==> config.mk <==
export PLATFORM = sky130hd
export DESIGN_NAME = pe_edge_east_bridge
export DESIGN_NICKNAME = d
export VERILOG_FILES = /design/src/rtl/pe_edge_east_bridge.sv
export SDC_FILE = /design/constraint.sdc
export NUM_CORES = 2
export LEC_CHECK = 0
export CAP_MARGIN = 20
export CORE_ASPECT_RATIO = 2
export CORE_MARGIN = 2
export CORE_UTILIZATION = 33
export CTS_CLUSTER_DIAMETER = 200
export DETAILED_ROUTE_END_ITERATION = 12
export HOLD_SLACK_MARGIN = 0.03
export PLACE_DENSITY = 0.49
export SETUP_SLACK_MARGIN = 0.3
export SYNTH_ARGS = -nofsm -noshare
export SYNTH_HDL_FRONTEND = slang
export SYNTH_SLANG_ARGS = --single-unit
==> constraint.sdc <==
create_clock -name clk -period 14.85 [get_ports clk]
set_clock_uncertainty 0.1 [all_clocks]
set_input_delay 2.97 -clock clk [delete_from_list [all_inputs] [get_ports clk]]
set_output_delay 2.97 -clock clk [all_outputs]
set_load 0.02 [all_outputs]
==> src/rtl/pe_edge_east_bridge.sv <==
// East-edge bridge of the PE mesh: link RX into a FWFT FIFO and valid/ready TX onto the link.
// Optional macro PE_EDGE_DROP_CNT_EN builds the saturating RX drop counter; otherwise rx_drop_count is tied to 0.
module pe_edge_east_bridge #(
    parameter int LINK_WIDTH      = 130,
    parameter int FIFO_DEPTH_LOG2 = 4
) (
    input  logic                       clk,
    input  logic                       reset,
    input  logic                       ap_start,
    input  logic [LINK_WIDTH-1:0]      in_from_link,
    output logic [LINK_WIDTH-1:0]      out_to_link,
    output logic [LINK_WIDTH-2:0]      rx_data,
    output logic                       rx_valid,
    input  logic                       rx_ready,
    input  logic [LINK_WIDTH-2:0]      tx_data,
    input  logic                       tx_valid,
    output logic                       tx_ready,
    output logic [FIFO_DEPTH_LOG2:0]   rx_level,
    output logic [15:0]                rx_drop_count
);

    localparam int PW    = LINK_WIDTH - 1;
    localparam int AW    = FIFO_DEPTH_LOG2;
    localparam int DEPTH = 1 << AW;

    logic [AW:0]           wptr_q, wptr_d;
    logic [AW:0]           rptr_q, rptr_d;
    logic [PW-1:0]         mem_q [DEPTH];
    logic [LINK_WIDTH-1:0] out_q, out_d;

    logic empty, full, push_req, push, pop;

    assign empty    = (wptr_q == rptr_q);
    assign full     = (wptr_q[AW] != rptr_q[AW]) && (wptr_q[AW-1:0] == rptr_q[AW-1:0]);
    // The upstream PE holds its output while ap_start is low, so sampling then would duplicate words.
    assign push_req = ap_start && in_from_link[LINK_WIDTH-1];
    assign pop      = !empty && rx_ready;
    assign push     = push_req && (!full || pop);

    always_comb begin
        wptr_d = wptr_q;
        rptr_d = rptr_q;
        if (push) wptr_d = wptr_q + 1'b1;
        if (pop)  rptr_d = rptr_q + 1'b1;
    end

    always_ff @(posedge clk or negedge reset) begin
        if (!reset) begin
            wptr_q <= '0;
            rptr_q <= '0;
        end else begin
            wptr_q <= wptr_d;
            rptr_q <= rptr_d;
        end
    end

    always_ff @(posedge clk) begin
        if (push) mem_q[wptr_q[AW-1:0]] <= in_from_link[PW-1:0];
    end

    assign rx_valid = !empty;
    assign rx_level = wptr_q - rptr_q;
    assign rx_data  = empty ? '0 : mem_q[rptr_q[AW-1:0]];

`ifdef PE_EDGE_DROP_CNT_EN
    logic [15:0] drop_q, drop_d;

    always_comb begin
        drop_d = drop_q;
        if (push_req && full && !pop && (drop_q != 16'hFFFF)) drop_d = drop_q + 16'd1;
    end

    always_ff @(posedge clk or negedge reset) begin
        if (!reset) drop_q <= '0;
        else        drop_q <= drop_d;
    end

    assign rx_drop_count = drop_q;
`else
    assign rx_drop_count = '0;
`endif

    // TX: an idle cycle clears only the valid bit so the payload lingers on the link.
    assign tx_ready = ap_start;

    always_comb begin
        out_d = out_q;
        if (ap_start) begin
            if (tx_valid) out_d = {1'b1, tx_data};
            else          out_d[LINK_WIDTH-1] = 1'b0;
        end
    end

    always_ff @(posedge clk or negedge reset) begin
        if (!reset) out_q <= '0;
        else        out_q <= out_d;
    end

    assign out_to_link = out_q;

endmodule
-- Yosys cells after proc, flatten, opt, wreduce, memory -nomap -nowiden
Memories as Yosys holds them, arrays and structs flattened.
Cells that the tools add are included.
- bits in writable memories: 2064
- register bits: 140
- memories kept: 1
- word-level logic and storage cells: 23
- output and inout port bits: 282
- bits of input ports: 264
- memories (memory ; depth ; width ; read ports ; clocked after Yosys merged registers in ; wr ports ; RTL line ; source):
    mem_q ; 16 ; 129 ; 1 ; 0 ; 1 ; 28 ; logic [PW-1:0] mem_q [DEPTH];
- $add $sub $neg: 3
- reductions and logical operators: 8
- muxes and demuxes: 4
- equality and inequality tests: 3
- operators with widths (kind ; number):
    $mux W129 ; 1
    $add A5 B1 Y5 const B ; 2
    $eq A5 B5 Y1 ; 1
    $sub A5 B5 Y5 ; 1
    $eq A4 B4 Y1 ; 1
    $logic_and A1 B1 Y1 ; 4
    $mux W1 ; 3
    $logic_not A1 Y1 ; 2
    $reduce_and A2 Y1 ; 1
    $logic_or A1 B1 Y1 ; 1
    $ne A1 B1 Y1 ; 1

-- Logic depth before layout (Yosys ltp)
- depth in word-level cells: 7
- mapped depth: 12
- mapped depth without buffers: 7

-- Worst setup path after synthesis
Ideal clock, no wire load.
- kind: input to register
- from: in ap_start
- to: mem mem_q[0][0] (netlist name) (enable)
- library setup time: 0.775 ns
- required time: 13.975 ns
- data arrival time: 12.243 ns
- path slack: 1.732 ns
- buffers on the path: 0
- cell stages on the path: 4
- cells stage by stage: and2_1 -> o31a_1 -> nand2_1 -> nor3_1
- word-level cells in the longest chain between the ends: 4
- ends and longest elaborated chain (what ; RTL line ; source):
    start: declaration ; 9 ; input logic ap_start,
    $logic_and A1 B1 Y1 ; 36 ; assign push_req = ap_start && in_from_link[LINK_WIDTH-1];
    $logic_and A1 B1 Y1 ; 38 ; assign push = push_req && (!full || pop);
    $mux W1 ; 58 ; if (push) mem_q[wptr_q[AW-1:0]] <= in_from_link[PW-1:0];
    $mux W1 (implied by the code) ; 58 ;
    end: declaration ; 28 ;
No other way between the ends.

-- Worst setup path in the final report
- from: reg rptr_q[1]
- to: out rx_data[41]
- word-level cells in the longest chain between the ends: 2
- elaborated cells between the ends (all ways): 3
- classes of those cells: eq/ne: 1; mux: 1; memory: 1
- ends and longest elaborated chain (what ; RTL line ; source):
    start: declaration ; 27 ; logic [AW:0] rptr_q, rptr_d;
    start signal: assignment ; 53 ; rptr_q <= rptr_d;
    $mem_v2 Z16 W129 / $eq A5 B5 Y1 (equally long branches) ; n/a ;
    $mux W129 (*) ; 63 ; assign rx_data = empty ? '0 : mem_q[rptr_q[AW-1:0]];
    end: declaration ; 12 ; output logic [LINK_WIDTH-2:0] rx_data,
Every way passes the cells marked *; elsewhere a longest branch is shown, timed or not.

==> results_dict.tcl <==
set metrics [dict create \
    crit_path_start "rptr_q[1]$_DFFE_PN0P_" \
    gp_congestion 0.742 \
    final_area_um2 98800 \
    drtIter0Drc 2878 \
    rrSetupSlack_ns 9.87 \
    final.period_utilization_pct 61.7 \
    worst_setup_path_start_kind "flop" \
    finalSetupTns_ns 0 \
    p_seq_share_pct 39.7 \
    cts_buffers 206 \
    clk_latency_ns 0.86 \
    p_per_area_nw_per_um2 187 \
    first_pass_iters 6 \
    r2r_end "mem_q[2][43]$_DFFE_PP_" \
    yosysUniqueCellTypes 40 \
    drc 0 \
    worst_pin_slew_ns 1.10 \
    cp-endpoint "rx_data[41]" \
    io_buffers 529 \
    syn_area_per_cell_um2 23.7 \
    cts_max_level 4 \
    cts_tree "done" \
    antenna_found_initial 48 \
    vias 38697 \
    grt_pass1_wl_um 322000 \
    vias_per_cell 5.08 \
    layout.cells.non_filler 7617 \
    synth_top_family_by_area "multiplexers" \
    synthSimpleGateAreaFrac_pct 0.211 \
    fin_nets 4429 \
    synth.cell_area_um2 83400 \
    ctsResizeCount 0 \
    rr_worst_depth 8 \
    die_area_um2 257000 \
    combinationalPowerShare_pct 32.9 \
    die_h_um 715 \
    ctsRootBufferMaster "clkbuf_16" \
    r2r_start "rptr_q[1]$_DFFE_PN0P_" \
    synth-seq-cells 2204 \
    core_area_um2 252000 \
    rows 261 \
    ant_nets 0 \
    drv_cap 0 \
    pin_count 546 \
    gr-total-overflow 0 \
    cts_setup_buffers 0 \
    peakVddDrop_mv 0.165 \
    min_period_ns 9.16 \
    drive_gt1_share_pct 23.7 \
    place_inst 7233 \
    cts_hold_buf 0 \
    path_clk_slew_ns 0.06 \
    wl_per_cell_um 29.7 \
    finalSetupViolations 0 \
    finalHoldViolCount 0 \
    grt_max_degree 113 \
    critPathMaxFanout 50 \
    clock.fmax_mhz 109 \
    areaGrowthSynthToFinish_pct 18.4 \
    synth_mux_area_share_pct 17.2 \
    relSlewSlack_pct 26.9 \
    drt-total-wl_um 227000 \
    cp.required_ns 11.78 \
    yosysWarnings 0 \
    outcome "finished, final reports clean" \
    synth_compound_area_share_pct 2.08 \
    synth_fa_ha_area_share_pct 0.159 \
    endpoint_kind "output pin" \
    hold_path_class "reg2reg" \
    clock_sink_count 2204 \
    internal_power_mw 12.6 \
    dpl.hpwl_um 127000 \
    clockPowerShare_pct 27.4 \
    switching_power_mw 5.94 \
    drv_slew 0 \
    worst_ep_arrival_time_ns 6.09 \
    placed_cell_area_um2 92500 \
    die_w_um 360 \
    start_util_pct 33.1 \
    grt_pass1_vias 42268 \
    synthCells 3525 \
    grt_usage_pct 17.5 \
    crit_type "reg2out" \
    synth_xor_area_share_pct 0.148 \
    clockBufferDepth 4 \
    rsz0062_at_grt "no" \
    p_leak_nw 31.0 \
    seq_area_frac_synth_pct 78.5 \
    swShare_pct 32.1 \
]
-- flip-flops by register name, indices dropped and copies added (netlist names) --
| register | cells |
|---|---|
| mem_q | 2064 |
| wptr_q | 5 |
| rptr_q | 5 |
| out_to_link | 130 |
-- worst max-delay path, stage by stage, from the launching register on --
cell and delay [ns]:
dfrtp_4 1.03, inv_1 0.24, ha_1 0.38, and4_1 0.31
a211oi_4 0.28, buf_4 0.80, buf_4 0.79, a22oi_1 0.17
o21ai_0 0.37, clkdlybuf4s50_1 0.76
-- synth_stat cells, drive strengths merged --
master	instances	share of area, %
edfxtp	2064	74
mux4	515	14
buf	180	1.5
dfrtp	140	4.2
o21ai	131	0.79
mux2	130	1.8
mux2i	129	1.5
a22oi	128	1.2
clkbuf	27	0.12
nand2	12	0.057
nor2	12	0.054
ha	9	0.13
xnor2	9	0.12
inv	8	0.036
nand4	4	0.030
nor3	4	0.024
a21oi	3	0.018
xor2	3	0.032
a211oi	2	0.030
a21o	2	0.018
nand2b	2	0.015
a21boi	1	0.0090
and2	1	0.0075
and4	1	0.011
conb	1	0.0045
fa	1	0.024
nand3	1	0.0060
o2111a	1	0.013
o21a	1	0.0090
o311ai	1	0.032
o31a	1	0.011
or3	1	0.0075
-- power by group through the flow --
stage                     sequential [mW]  clock, mW  combinational (mW)
final                                7.33       5.07                6.09
after global routing                 7.37       5.44                6.53
after CTS                            7.34       5.24                6.31
after detailed placement             7.48          0                6.29
after global placement               7.46          0                6.31
after floorplan                      7.48          0                3.71
-- metrics by stage --
stage                     utilization (%)  setup WS [ns]  total power, mW  hold WS, ns
final                                39.2           5.69             18.5        0.403
after global routing                 39.2           5.29             19.3        0.413
after CTS                            39.2           5.37             18.9        0.405
after detailed placement             36.7           6.36             13.8        0.391
after global placement               36.7           5.73             13.8        0.386
after floorplan                         -           1.73             11.2        0.454
-- per-layer routing --
| metal | track usage [%] | vias up | part of all wire [%] |
|---|---|---|---|
| li1 | - | 16177 | - |
| met5 | 0 | - | 0.088 |
| met4 | 6.18 | 32 | 3.6 |
| met3 | 3.69 | 358 | 5.6 |
| met1 | 20.4 | 21081 | 38 |
| met2 | 31.8 | 1049 | 53 |
-- cell type report --
cell class                 instances  area [µm²]
fill                           22525      153000
sequential                      2204       65500
multi-input combinational       1121       16700
timing repair buffer             614        6120
clock buffer                     253        5390
tap                             3287        4110
clock inverter                   111         860
antenna                           19        47.5
inverter                           8        30.0
-- cell families after synthesis --
family / Yosys count
muxes: 774
DFF: 2204
and+or+nand+nor: 38
adders and majority gates: 10
other: 1
buffers and inverters: 215
xor gates and xnor gates: 12
AOI/OAI and AO/OA: 271
-- worst min-delay path by stage --
stage,startpoint,end,slack [ns],cells past startpoint
after floorplan,rptr_q[1]$_DFFE_PN0P_,rptr_q[1]$_DFFE_PN0P_,0.45,3
after global placement,out_to_link[27]$_DFFE_PN0P_,out_to_link[27]$_DFFE_PN0P_,0.39,1
after detailed placement,out_to_link[108]$_DFFE_PN0P_,out_to_link[108]$_DFFE_PN0P_,0.39,1
after CTS,out_to_link[108]$_DFFE_PN0P_,out_to_link[108]$_DFFE_PN0P_,0.41,1
after global routing,out_to_link[51]$_DFFE_PN0P_,out_to_link[51]$_DFFE_PN0P_,0.41,1
final,out_to_link[108]$_DFFE_PN0P_,out_to_link[108]$_DFFE_PN0P_,0.40,1
-- cells in the final DEF, fill, tap and decap left out, types with 16 or more instances in the layout --
master	netlist	layout
mux2_2	130	130
clkbuf_16	0	208
dfrtp_1	140	137
diode_2	0	19
buf_4	71	72
clkinv_1	0	54
mux2i_1	129	129
o21ai_0	52	52
a22oi_1	128	128
edfxtp_1	2064	2064
o21ai_1	79	79
clkinv_2	0	26
conb_1	1	16
clkbuf_1	27	43
mux4_2	513	513
clkdlybuf4s50_1	0	528
Power figures use the tool's default switching activity.
